<file path="config.mk">
export PLATFORM = sky130hd
export DESIGN_NAME = key_event_arbiter
export DESIGN_NICKNAME = d
export VERILOG_FILES = /design/src/rtl/key_event_arbiter_pkg.sv /design/src/rtl/key_event_arbiter_rr_pick.sv /design/src/rtl/key_event_arbiter.sv
export SDC_FILE = /design/constraint.sdc
export NUM_CORES = 1
export LEC_CHECK = 0
export CELL_PAD_IN_SITES_DETAIL_PLACEMENT = 0
export CELL_PAD_IN_SITES_GLOBAL_PLACEMENT = 2
export CORE_ASPECT_RATIO = 1.1
export CORE_MARGIN = 3
export CORE_UTILIZATION = 29
export DETAILED_ROUTE_END_ITERATION = 6
export PLACE_DENSITY_LB_ADDON = 0.1
export SYNTH_ARGS = -nofsm -noshare
export SYNTH_HDL_FRONTEND = slang
export SYNTH_SLANG_ARGS = --single-unit
</file>
<file path="constraint.sdc">
create_clock -name clk_i -period 1.6 [get_ports clk_i]
set_clock_uncertainty 0.1 [all_clocks]
set_input_delay 0.4 -clock clk_i [delete_from_list [all_inputs] [get_ports clk_i]]
set_output_delay 0.4 -clock clk_i [all_outputs]
set_load 0.05 [all_outputs]
</file>
<file path="src/rtl/key_event_arbiter_pkg.sv">
// Shared types and sizing helpers for the key event arbiter and its picker.
package key_event_arbiter_pkg;

    // Arbiter control states; exported on the debug port so checkers can follow the FSM.
    typedef enum logic [1:0] {
        ST_IDLE  = 2'd0,
        ST_OFFER = 2'd1,
        ST_GAP   = 2'd2
    } state_e;

    // Width of a key index; a single key still needs one bit on the port.
    function automatic int key_width(input int keys_cnt);
        return (keys_cnt > 1) ? $clog2(keys_cnt) : 1;
    endfunction

    // Quiet gap after each accepted event, in clock cycles (integer division).
    function automatic int gap_cycles(input int gap_ns, input int clk_freq_mhz);
        return (gap_ns * clk_freq_mhz) / 1000;
    endfunction

    // Gap counter width: enough to hold GAP_CYCLES, never narrower than one bit.
    function automatic int gap_cnt_width(input int gap);
        return (gap > 0) ? $clog2(gap + 1) : 1;
    endfunction

endpackage

</file>
<file path="src/rtl/key_event_arbiter_rr_pick.sv">
// Combinational round-robin picker: the first set request at or above ptr wins,
// otherwise the search wraps and the lowest set request wins.
module rr_pick #(
    parameter int WIDTH = 4,
    parameter int IDX_W = (WIDTH > 1) ? $clog2(WIDTH) : 1
) (
    input  logic [WIDTH-1:0] req,
    input  logic [IDX_W-1:0] ptr,
    output logic [IDX_W-1:0] idx,
    output logic             any
);

    logic             hi_any;
    logic [IDX_W-1:0] hi_idx;
    logic             lo_any;
    logic [IDX_W-1:0] lo_idx;

    // Scan downwards so the last hit in each class is the lowest index of that class.
    always_comb begin
        hi_any = 1'b0;
        hi_idx = '0;
        lo_any = 1'b0;
        lo_idx = '0;
        for (int k = WIDTH - 1; k >= 0; k--) begin
            if (req[k]) begin
                lo_any = 1'b1;
                lo_idx = IDX_W'(k);
                if (k >= int'(ptr)) begin
                    hi_any = 1'b1;
                    hi_idx = IDX_W'(k);
                end
            end
        end
        any = lo_any;
        idx = hi_any ? hi_idx : lo_idx;
    end

endmodule

</file>
<file path="src/rtl/key_event_arbiter.sv">
// Serialises one-cycle key press strobes into a single registered event stream.
// Presses are held in a pending bitmap, served round-robin, and each accepted
// event is followed by a fixed quiet gap before the next one is offered.
//
// Handshake: an event transfers on a rising clk_i edge where evt_valid_o and
// evt_ready_i are both high. Once raised, evt_valid_o and evt_key_o stay
// stable until that transfer; the offer is never withdrawn. evt_ready_i is
// ignored whenever evt_valid_o is low, so it may be held high permanently.
module key_event_arbiter
    import key_event_arbiter_pkg::*;
#(
    parameter  int KEYS_CNT     = 4,
    parameter  int CLK_FREQ_MHZ = 150,
    parameter  int GAP_NS       = 100,
    localparam int KEY_W        = key_width(KEYS_CNT)
) (
    input  logic                clk_i,
    input  logic                rst_ni,
    input  logic [KEYS_CNT-1:0] key_stb_i,
    output logic                evt_valid_o,
    output logic [KEY_W-1:0]    evt_key_o,
    input  logic                evt_ready_i,
    output logic [KEYS_CNT-1:0] pending_o,
    output logic [KEYS_CNT-1:0] overrun_o,
    input  logic [KEYS_CNT-1:0] ovr_clr_i,
    output state_e              dbg_state_o
);

    localparam int                GAP_CYCLES = gap_cycles(GAP_NS, CLK_FREQ_MHZ);
    localparam int                CNT_W      = gap_cnt_width(GAP_CYCLES);
    localparam logic [CNT_W-1:0]  GAP_LOAD   = (GAP_CYCLES > 0) ? CNT_W'(GAP_CYCLES - 1) : '0;
    localparam logic [KEY_W-1:0]  LAST_KEY   = KEY_W'(KEYS_CNT - 1);

    state_e                state_q;
    state_e                state_d;
    logic                  evt_valid_q;
    logic                  evt_valid_d;
    logic [KEY_W-1:0]      evt_key_q;
    logic [KEY_W-1:0]      evt_key_d;
    logic [KEY_W-1:0]      rr_ptr_q;
    logic [KEY_W-1:0]      rr_ptr_d;
    logic [CNT_W-1:0]      gap_cnt_q;
    logic [CNT_W-1:0]      gap_cnt_d;
    logic [KEYS_CNT-1:0]   pending_q;
    logic [KEYS_CNT-1:0]   pending_d;
    logic [KEYS_CNT-1:0]   overrun_q;
    logic [KEYS_CNT-1:0]   overrun_d;

    logic                  accept;
    logic [KEYS_CNT-1:0]   acc_mask;
    logic [KEY_W-1:0]      win_idx;
    logic                  win_any;

    // The valid flag is only ever high in OFFER, so this is the OFFER-state transfer.
    assign accept = evt_valid_q & evt_ready_i;

    rr_pick #(
        .WIDTH (KEYS_CNT),
        .IDX_W (KEY_W)
    ) u_rr_pick (
        .req (pending_q),
        .ptr (rr_ptr_q),
        .idx (win_idx),
        .any (win_any)
    );

    // Pending and overrun bookkeeping: a fresh strobe on the key being accepted
    // re-arms it as a new event; a strobe on any other still-pending key is lost.
    always_comb begin
        acc_mask  = '0;
        if (accept) begin
            acc_mask = KEYS_CNT'(1) << evt_key_q;
        end
        pending_d = (pending_q & ~acc_mask) | key_stb_i;
        overrun_d = (overrun_q & ~ovr_clr_i) | (key_stb_i & pending_q & ~acc_mask);
    end

    // Next-state and registered-output logic for the offer / gap sequence.
    always_comb begin
        state_d     = state_q;
        evt_valid_d = evt_valid_q;
        evt_key_d   = evt_key_q;
        rr_ptr_d    = rr_ptr_q;
        gap_cnt_d   = gap_cnt_q;
        case (state_q)
            ST_IDLE: begin
                if (win_any) begin
                    evt_key_d   = win_idx;
                    evt_valid_d = 1'b1;
                    state_d     = ST_OFFER;
                end
            end
            ST_OFFER: begin
                if (accept) begin
                    evt_valid_d = 1'b0;
                    rr_ptr_d    = (evt_key_q == LAST_KEY) ? '0 : evt_key_q + 1'b1;
                    if (GAP_CYCLES == 0) begin
                        state_d = ST_IDLE;
                    end else begin
                        state_d   = ST_GAP;
                        gap_cnt_d = GAP_LOAD;
                    end
                end
            end
            ST_GAP: begin
                if (gap_cnt_q == '0) begin
                    state_d = ST_IDLE;
                end else begin
                    gap_cnt_d = gap_cnt_q - 1'b1;
                end
            end
            default: begin
                state_d = ST_IDLE;
            end
        endcase
    end

    // State register; reset abandons any offer in flight.
    always_ff @(posedge clk_i or negedge rst_ni) begin
        if (!rst_ni) begin
            state_q <= ST_IDLE;
        end else begin
            state_q <= state_d;
        end
    end

    // Datapath registers: offered event, pointer, gap counter and key bitmaps.
    always_ff @(posedge clk_i or negedge rst_ni) begin
        if (!rst_ni) begin
            evt_valid_q <= 1'b0;
            evt_key_q   <= '0;
            rr_ptr_q    <= '0;
            gap_cnt_q   <= '0;
            pending_q   <= '0;
            overrun_q   <= '0;
        end else begin
            evt_valid_q <= evt_valid_d;
            evt_key_q   <= evt_key_d;
            rr_ptr_q    <= rr_ptr_d;
            gap_cnt_q   <= gap_cnt_d;
            pending_q   <= pending_d;
            overrun_q   <= overrun_d;
        end
    end

    assign evt_valid_o = evt_valid_q;
    assign evt_key_o   = evt_key_q;
    assign pending_o   = pending_q;
    assign overrun_o   = overrun_q;
    assign dbg_state_o = state_q;

endmodule

</file>
* Word level (Yosys, flattened, before mapping)
Index checks and enable logic that the tools add are counted.
** Word-level totals
- Bits of input ports :: 11
- Register bits :: 19
- Output and inout bits :: 13
** Operators by class
- $lt $le $gt $ge :: 3
- Equality and inequality tests :: 7
- Add/sub/neg operators :: 2
- Reductions and logical operators :: 9
- Bitwise operators :: 9
- Muxes and demuxes :: 33
- Shift operators :: 1
** Operators by type and width (count)
- $mux W2 :: 15
- $and A4 B4 Y4 :: 4
- $mux W1 :: 12
- $mux W4 :: 3
- $reduce_and A3 Y1 :: 3
- $not A4 Y4 :: 2
- $or A4 B4 Y4 :: 2
- $pmux W4 S2 :: 1
- $ne A2 B2 Y1 const B :: 3
- $pmux W2 S3 :: 1
- $eq A2 B2 Y1 const B :: 2
- $ge A1 B2 Y1 const A :: 2
- $logic_not A4 Y1 :: 1
- $reduce_and A2 Y1 :: 2
- $reduce_bool A2 Y1 :: 2
- $shl A1 B2 Y4 const A :: 1
- $sub A4 B1 Y4 const B :: 1
- $add A2 B1 Y2 const B :: 1
- $eq A2 B1 Y1 const B :: 1
- $ge A2 B2 Y1 const A :: 1
- $logic_not A2 Y1 :: 1
- $ne A2 B1 Y1 const B :: 1
- $pmux W1 S2 :: 1
- $and A1 B1 Y1 :: 1

* Longest topological paths before layout
Gate-level depths: netlist of the first run.
- Word-level depth :: 8
- Depth in mapped cells :: 5

* Hierarchy
From an unflattened synthesis of the first run, not the netlist that was laid out.
** Second synthesis, totals
- Cells, all modules :: 104
- Area, all modules :: 969.7 µm²
** By module, submodules not included
- key_event_arbiter :: area an instance 898.4 µm², instances 1, cells each 93
- rr_pick :: area an instance 71.3 µm², instances 1, cells each 11

* Worst setup path before layout of the first run
Ideal clock, no wire load.
- Kind :: register to register
- Start point :: register evt_valid_q (netlist: evt_valid_o)
- End point :: register rr_ptr_q[0]
- Arrival time :: 1.432 ns
- Period minus slack after synthesis :: 1.607 ns
- Data required time :: 1.424 ns
- Cell stages (with the launch flop) :: 5
- Setup slack :: -0.007 ns
- Cell sequence :: dfrtp_1 > and3_4 > nand2b_4 > or3_1 > o21ai_2
** Between the ends
- Longest elaborated chain between the ends :: 2
** RTL lines
- start: declaration :: RTL line key_event_arbiter.sv:36 : logic evt_valid_q;
- start signal: assignment :: RTL line key_event_arbiter.sv:137 : evt_valid_q <= evt_valid_d;
- $and A1 B1 Y1 :: RTL line key_event_arbiter.sv:55 : assign accept = evt_valid_q & evt_ready_i;
- $reduce_and A2 Y1 (no source line)
- end signal: assignment :: RTL line key_event_arbiter.sv:139 : rr_ptr_q <= rr_ptr_d;
- end: declaration :: RTL line key_event_arbiter.sv:40 : logic [KEY_W-1:0] rr_ptr_q;
No other way between the ends.
A chain may end at the register's enable or synchronous reset.

* Worst setup path in the final report of the first run
- Start point :: register pending_q[1] (netlist: pending_o[1])
- End point :: output pending_o[1]
** RTL lines
- start: declaration :: RTL line key_event_arbiter.sv:44 : logic [KEYS_CNT-1:0] pending_q;
- start signal: assignment :: RTL line key_event_arbiter.sv:141 : pending_q <= pending_d;
- end: declaration :: RTL line key_event_arbiter.sv:23 : output logic [KEYS_CNT-1:0] pending_o,
No word-level cell between the ends.

==> reports/metrics.cfg, run 1 <==
[outcome]
outcome = completed

[sta]
whs_ns = 0.3245
setup_violations = 0
fin_crit_ns = 1.528
slew_headroom = 0.7617
fmaxAchievable_mhz = 654.5
fin_crit_sh = 0.9549
finalMaxSlewViolations = 0
finalHoldViolations = 0
rsz0062_at_grt = false
worstMarginPinSlew_ns = 0.3556

[die]
coreArea_mm2 = 0.003074
die_y_um = 65.58
fp-row-count = 21
initial_core_util = 0.3044
ios = 24
die_area_mm2 = 0.003946
die_w_um = 60.17

[cts]
h-tree-depth = 1
clockRootBuffer = clkbuf_4
clk_pin_slew_worst_paths_ns = 0.12
cts_tree = done
clock_path_buffers = 2
cts.sinks = 19
cts_hold_buf = 0
clk_latency_ns = 0.30
cts_buffers = 3

[routing]
vias = 805
drt_iter0_drc = 20
firstDrtPassIters = 2
route.detailed.drc = 0
routed_via_density = 4.820
wl_per_cell_um = 13.62
routed_wl_um = 2274
postRouteAntennaNets = 0

[power]
power.leakage_uw = 0.0006932
power_density_mw_per_mm2 = 1768
vdd.ir_drop.worst_mv = 0.8949

[logic_synthesis]
ys_types = 26
synth-compound-area-share = 0.1725
synth_top_cell_area_share = 0.5080
synth_seq_cells = 19
synthCells = 94
synthesis.nets = 110
yosysWarnings = 0
synthSimpleGateAreaFrac = 0.1751
synthTopCellsByArea = dfrtp_1, ha_1, inv_1, nand2_1, nand3_1
synth-adder-area-share = 0.06684
synthMuxAreaShare = 0.02139
ys_seq_area_frac = 0.5080
netlist_area_um2 = 935.9
avgSynthCellArea_um2 = 9.956
yosysTopAreaCell = dfrtp_1
synth_xor_area_frac = 0
synth_top_family_by_area = simple AND/OR/NAND/NOR gates

[global_route]
grt_usage = 0.1295
met3_usage = 0.02554
grt_max_degree = 20
grt_busiest_layer = met2
grt.met2_usage = 0.2176
grtUsageMet1 = 0.1597
grt_pass1_wl_um = 3801
grt-ovfl-total = 0
grt_pass1_vias = 847
grt_antenna_before_repair = 0

[layout]
syn_to_final_growth_pct = 57.49
num_antenna_cells = 0
layout_commonest_cell = dfrtp_1
nNetsFinal = 150
drive_gt1_frac = 0.2782
final_util = 0.4794
mostFrequentLayoutCells = dfrtp_1, inv_1, buf_12

[critical_path]
worst_ep_required_time_ns = 1.10
path_delay_family = flip-flops
cp_slowest_cell = dfrtp_1
worstSetupPathType = flop to output pin
cp-start-kind = flop
path_buf_inv = 2
worst_path_largest_cell_delay_ns = 0.42
cp_max_fo = 6
end_kind = output pin
path_cells = buf_4 -> buf_12
worstPathArrival_ns = 1.03

[flow_run]
maxCapViolCount = 0

[hold_path]
min_path_type = input port to asynchronous set/reset pin

[place]
dp_hpwl_um = 1748
gp_congestion = 0.8291
io_buffers = 23

==> registers in the layout, summed over array words and instances, names as in the netlist <==
name and cells:
evt_valid_o 1, evt_key_o 2, dbg_state_o 2, gap_cnt_q 4, pending_o 4, rr_ptr_q 2
overrun_o 4
==> stage by stage <==
step / setup TNS, ns / total power, µW / instance area (µm²) / cells / setup WS (ns)
2_1_floorplan: 0 / 1594 / 937.1 / 94 / 0.02204
3_3_place_gp: -0.4734 / 2345 / 1430 / 163 / -0.1188
3_5_place_dp: -0.6423 / 2352 / 1430 / 163 / -0.1408
4_1_cts: 0 / 2617 / 1456 / 167 / 0.06106
5_1_grt: 0 / 2785 / 1474 / 167 / 0.004387
6_report: 0 / 2606 / 1474 / 167 / 0.07211
==> worst reg2reg max path: cells and delay by family, from the launching register on <==
kind            cells  cell delay [ns]
fa+ha+maj           1             0.24
mux                 1             0.21
simple gates        1             0.14
flops               1             0.42
compound gates      1             0.24
buf+inv             1             0.06
==> cell type report <==
type	count	area [µm²]
Clock buffer	4	26.28
Fill cell	298	1600
Inverter	14	52.55
Multi-Input combinational cell	61	424.2
Sequential cell	19	478.0
Tap cell	34	42.54
Timing Repair Buffer	35	450.4
==> power breakdown <==
group | switching [µW] | total, µW | leakage [µW] | internal, µW
Clock | 155 | 252 | 0.0000150 | 97.0
Sequential | 233 | 873 | 0.000203 | 640
Combinational | 767 | 1480 | 0.000475 | 714
Total | 1150 | 2610 | 0.000693 | 1450
==> timing repair <==
item | in CTS | in global routing
resized for setup | 0 | 3
setup buffers | 0 | 0
endpoints found under the setup margin | 0 | 1
==> layer usage <==
metal  wire length [µm]  share of wire
met4                 16         0.0070
met3                 77          0.034
met5                  0              0
met1               1000           0.44
met2               1179           0.52
==> synthesized netlist by cell type <==
| cell type | count |
|---|---|
| o211ai_1 | 1 |
| nand2b_4 | 1 |
| nor2_1 | 5 |
| nor4_1 | 1 |
| nor3_2 | 1 |
| o22ai_1 | 4 |
| a21o_1 | 2 |
| o2bb2ai_1 | 1 |
| a211oi_1 | 2 |
| o21ai_2 | 1 |
| nand3_1 | 7 |
| ha_1 | 5 |
| a21o_2 | 1 |
| o21ai_0 | 4 |
| and3_4 | 1 |
| nand2_1 | 10 |
| nand2b_1 | 2 |
| inv_1 | 14 |
| a31oi_1 | 3 |
| a21oi_1 | 3 |
| mux2i_1 | 2 |
| o2111ai_1 | 1 |
| nor4_2 | 1 |
| or3_1 | 1 |
| o211a_1 | 1 |
| dfrtp_1 | 19 |
==> worst paths after layout <==
| check | startpoint | end | slack (ns) | depth (start not counted) |
|---|---|---|---|---|
| setup / recovery | pending_o[1] | pending_o[1] | 0.07 | 2 |
| hold / removal | rst_ni | gap_cnt_q[2] | 0.32 | 2 |
| setup reg to reg | gap_cnt_q[0] | gap_cnt_q[3] | 0.12 | 5 |
| hold reg to reg | gap_cnt_q[3] | gap_cnt_q[3] | 0.39 | 1 |
| max in group asynchronous | rst_ni | gap_cnt_q[0] | 0.84 | 2 |
| min in group clk_i | gap_cnt_q[3] | gap_cnt_q[3] | 0.39 | 1 |
==> cells by family after synthesis <==
group / Yosys count
and+or+nand+nor: 30
muxes: 2
AOI/OAI and AO/OA: 24
adders and majority gates: 5
DFF: 19
buffers and inverters: 14
(Power assumes the default switching activity.)
==> run 2, diff against run 1 <==
--- a/config.mk
+++ b/config.mk
@@ -11,7 +11,7 @@
 export CORE_MARGIN = 3
 export CORE_UTILIZATION = 29
 export DETAILED_ROUTE_END_ITERATION = 6
-export PLACE_DENSITY_LB_ADDON = 0.1
+export PLACE_DENSITY = 0.86
 export SYNTH_ARGS = -nofsm -noshare
 export SYNTH_HDL_FRONTEND = slang
 export SYNTH_SLANG_ARGS = --single-unit
==> run 2 against run 1 <==
Sequential share of layout area up 0.82 points. Cell count shrank 1.8%. Utilization down 1.3 points. Die area unchanged. Non-clock buffer count decreased by 3. Combinational power down 3%. Global-route usage shrank 0.18 points. Maximum frequency grew 0.45%. Largest power group unchanged.
==> reports/metrics.cfg, run 2 (same netlist as run 1, synthesis figures left out) <==
[global_route]
grt_usage = 0.1277
grt-ovfl-total = 0
grt_max_degree = 20
grt_antenna_before_repair = 0
grt_pass1_wl_um = 3815
grt_pass1_vias = 820

[layout]
nNetsFinal = 147
syn_to_final_growth_pct = 53.21
mostFrequentLayoutCells = dfrtp_1, inv_1, buf_12
layout_commonest_cell = dfrtp_1
fin_area_mm2 = 0.001434
num_antenna_cells = 0
drive_gt1_frac = 0.2462

[die]
initial_core_util = 0.3044
die_y_um = 65.58
fp-row-count = 21
die_area_mm2 = 0.003946
coreArea_mm2 = 0.003074
ios = 24
die_w_um = 60.17

[place]
io_buffers = 23
placed_area_mm2 = 0.001400
dp_hpwl_um = 1742
gp_congestion = 0.6971

[routing]
routed_wl_um = 2232
firstDrtPassIters = 4
drt_iter0_drc = 37
wl_met1_um = 987
wl_per_cell_um = 13.61
postRouteAntennaNets = 0
vias = 801
route.met2.wl_um = 1094
met3_wirelength_um = 113
highest_layer = met4
route.detailed.drc = 0
routed_via_density = 4.884

[sta]
fin_tns_setup_ns = 0
slew_headroom = 0.7692
setup_violations = 0
finalHoldViolations = 0
fin_crit_sh = 0.9507
finalMaxSlewViolations = 0
fmaxAchievable_mhz = 657.4
rsz0062_at_grt = false
worstMarginPinSlew_ns = 0.3443
fin_crit_ns = 1.521

[critical_path]
r2r_end = gap_cnt_q[3]
cp-start-kind = flop
r2r_start = gap_cnt_q[1]
worstSetupPathType = flop to output pin
cp_max_fo = 6
worst_ep_required_time_ns = 1.10
regToRegSetupSlack_ns = 0.12
end_kind = output pin
worstPathArrival_ns = 1.02
worstRegToRegCells = 5

[cts]
clockRootBuffer = clkbuf_4
cts_tree = done
cts.sinks = 19
cts_buffers = 3
h-tree-depth = 1
clk_pin_slew_worst_paths_ns = 0.11
clock_path_buffers = 2
clk_latency_ns = 0.30

[power]
p_sw_uw = 1139
finalPower_uw = 2566
power_density_mw_per_mm2 = 1790
vdd.ir_drop.worst_mv = 1.108
clock_power_share = 0.098
switching_share = 0.4440
internal_power_uw = 1427
power.leakage_uw = 0.0006763
seqPwrFrac = 0.339
combPwrFrac = 0.563

[outcome]
outcome = completed

[flow_run]
maxCapViolCount = 0

[hold_path]
min_path_type = input port to asynchronous set/reset pin

run 2: changes by cell type in the layout (fill, tap and decap cells not counted):
cell	before	now
dfrtp_2	2	1
a21o_4	1	0
nor4_2	0	1
dfrtp_1	17	18
a21o_1	1	2
buf_4	12	9
nor4_4	1	0
run 2: worst max-delay path by stage:
| stage | startpoint | cells past startpoint | endpoint | slack (ns) |
|---|---|---|---|---|
| 2_1_floorplan | dbg_state_o[0] | 4 | gap_cnt_q[3] | 0.02 |
| 3_5_place_dp | evt_ready_i | 5 | rr_ptr_q[0] | -0.14 |
| 4_1_cts | gap_cnt_q[0] | 5 | gap_cnt_q[3] | 0.07 |
| 6_report | pending_o[1] | 2 | pending_o[1] | 0.08 |
| 5_1_grt | gap_cnt_q[1] | 5 | gap_cnt_q[3] | 0.02 |
| 3_3_place_gp | evt_ready_i | 5 | rr_ptr_q[0] | -0.12 |
run 2: area by class of cell:
| type | count | area (µm²) |
|---|---|---|
| clock buffers | 4 | 26.28 |
| fillers | 284 | 1640 |
| inverters | 14 | 52.55 |
| multi-input cells | 61 | 407.9 |
| flip-flops and latches | 19 | 476.7 |
| well taps | 34 | 42.54 |
| repair buffers | 32 | 427.9 |
run 2: worst max-delay path: stages, from the launching register on:
cell and delay [ns]:
dfrtp_1 0.41, buf_4 0.17, buf_12 0.15
run 2: what timing repair did:
action / in CTS / in global routing
buffers inserted: 0 / 1
hold buffers: 0 / 0
endpoints found under the hold margin: 0 / 0
resized for setup: 0 / 0
endpoints found under the setup margin: 0 / 1
run 2: per-stage QoR:
step                      utilization  setup WS [ns]  instances  hold slack [ns]
after CTS                      0.4640        0.06723        163           0.3190
after global routing           0.4664        0.02026        164           0.3363
after global placement         0.4554        -0.1151        159           0.3780
final                          0.4664        0.07891        164           0.3151
after floorplan                     -        0.02204         94         0.004409
after detailed placement       0.4554        -0.1407        159           0.3907
run 2: per-layer routing:
metal	track usage	up-vias
met5	0	-
li1	-	397
met4	0.04155	0
met1	0.1711	380
met3	0.02947	4
met2	0.2000	20
run 2: power by group through the flow:
stage / logic [µW] / registers (µW) / clock network (µW)
final: 1440 / 871 / 251
after global routing: 1560 / 905 / 280
after CTS: 1440 / 879 / 260
after detailed placement: 1440 / 885 / 0
after global placement: 1420 / 881 / 0
after floorplan: 413 / 1180 / 0
==> run 3, diff against run 2 <==
--- a/config.mk
+++ b/config.mk
@@ -7,10 +7,10 @@
 export LEC_CHECK = 0
 export CELL_PAD_IN_SITES_DETAIL_PLACEMENT = 0
 export CELL_PAD_IN_SITES_GLOBAL_PLACEMENT = 2
-export CORE_ASPECT_RATIO = 1.1
 export CORE_MARGIN = 3
 export CORE_UTILIZATION = 29
 export DETAILED_ROUTE_END_ITERATION = 6
+export GPL_ROUTABILITY_DRIVEN = 0
 export PLACE_DENSITY = 0.86
 export SYNTH_ARGS = -nofsm -noshare
 export SYNTH_HDL_FRONTEND = slang
==> run 3 against run 2 <==
Worst hold slack about the same. Register-to-register slack about the same. Sequential share of layout area down 0.62 points. Combinational power up 3%. Final area up 2.4%. Non-clock buffer count unchanged. Power up 1.7%. Critical path type unchanged. Critical endpoint is now dbg_state_o[0]. Highest routed layer unchanged.
==> reports/metrics.cfg, run 3 (same netlist as run 1, synthesis figures left out) <==
[outcome]
outcome = completed

[routing]
route.detailed.drc = 0
vias = 787
postRouteAntennaNets = 0
wl_per_cell_um = 12.58
routed_wl_um = 2164
routed_via_density = 4.576
firstDrtPassIters = 4
drt_iter0_drc = 7

[sta]
worstMarginPinSlew_ns = 0.3569
slew_headroom = 0.7608
finalMaxSlewViolations = 0
fin_ws_ns = 0.05263
finalHoldViolations = 0
fin_crit_ns = 1.547
fin_crit_sh = 0.9671
fmaxAchievable_mhz = 646.3
setup_violations = 0

[power]
vdd.ir_drop.worst_mv = 0.6847
power.leakage_uw = 0.0006773
power_density_mw_per_mm2 = 1776

[place]
dp_hpwl_um = 1724
place_ws_ns = -0.1392
io_buffers = 23

[cts]
clock_path_buffers = 2
cts_buffers = 3
clk_latency_ns = 0.30
cts_hold_buf = 0
cts_setup_buffers = 0
h-tree-depth = 1
cts_tree = done
clockRootBuffer = clkbuf_4
clk_pin_slew_worst_paths_ns = 0.11
cts.sinks = 19

[critical_path]
critPathLaunch = dbg_state_o[0]
worst_path_largest_cell_delay_ns = 0.46
path_delay_family = flip-flops
r2r_start = gap_cnt_q[0]
cp-start-kind = flop
worstPathArrival_ns = 1.05
end_kind = output pin
worst_ep_required_time_ns = 1.10
cp_slowest_cell = dfrtp_2
path_buf_inv = 2
worstSetupPathType = flop to output pin
cp_max_fo = 5
regToRegSetupSlack_ns = 0.12
path_cells = buf_4 -> buf_12

[layout]
fillers = 277
num_antenna_cells = 0
drive_gt1_frac = 0.2769
regArea_um2 = 479.2
layout_commonest_cell = dfrtp_1
syn_to_final_growth_pct = 56.95
mostFrequentLayoutCells = dfrtp_1, inv_1, buf_12
nNetsFinal = 147
multi_input_area_um2 = 430.4
final_util = 0.5024

[global_route]
grt_pass1_wl_um = 3933
grt-ovfl-total = 0
grt_antenna_before_repair = 0
grt_pass1_vias = 813
grt_max_degree = 20
grt_usage = 0.1257

[die]
die_w_um = 62.81
die_y_um = 62.81
initial_core_util = 0.3201
die_area_mm2 = 0.003945
fp-row-count = 19
ios = 24
coreArea_mm2 = 0.002924

[hold_path]
min_path_type = input port to asynchronous set/reset pin

[flow_run]
maxCapViolCount = 0

-- run 3: cell counts in the layout (fill, tap and decap cells not counted) --
No cell type changed its count.
-- run 3: area by class of cell --
type                       instances  area share
tap                               42     0.03578
multi-input combinational         61      0.2930
timing repair buffer              32      0.2913
sequential                        19      0.3262
inverter                          14     0.03578
clock buffer                       4     0.01789
-- run 3: path summary, 6_finish.rpt --
path,endpoint,depth (start not counted)
setup / recovery,dbg_state_o[0],2
hold / removal,evt_key_o[0],2
setup reg to reg,gap_cnt_q[3],5
hold reg to reg,gap_cnt_q[3],1
max in group asynchronous,evt_valid_o,2
min in group clk_i,gap_cnt_q[3],1
-- run 3: per-stage QoR --
stage / hold slack, ns / TNS (ns) / std cells / total power (µW) / instance area, µm²
2_1_floorplan: 0.004409 / 0 / 94 / 1594 / 937.1
3_3_place_gp: 0.3683 / -0.3402 / 168 / 2330 / 1418
3_5_place_dp: 0.3820 / -0.3779 / 168 / 2344 / 1418
4_1_cts: 0.3204 / 0 / 172 / 2602 / 1444
5_1_grt: 0.3262 / -0.02288 / 172 / 2797 / 1469
6_report: 0.3156 / 0 / 172 / 2609 / 1469
-- run 3: power by group --
group          internal (µW)  switching, µW
sequential               643            240
clock                   97.1            151
combinational            716            762
total                   1460           1150
-- run 3: what timing repair did --
action	in CTS	in global routing
endpoints found under the setup margin	0	3
endpoints found under the hold margin	0	0
resized for setup	0	5
-- run 3: metal layers --
layer,GRT usage,wire [µm],vias up
li1,-,-,400
met1,0.1758,1000,368
met2,0.1851,1043,15
met3,0.02338,75,4
met4,0.06061,44,0
met5,0,0,-
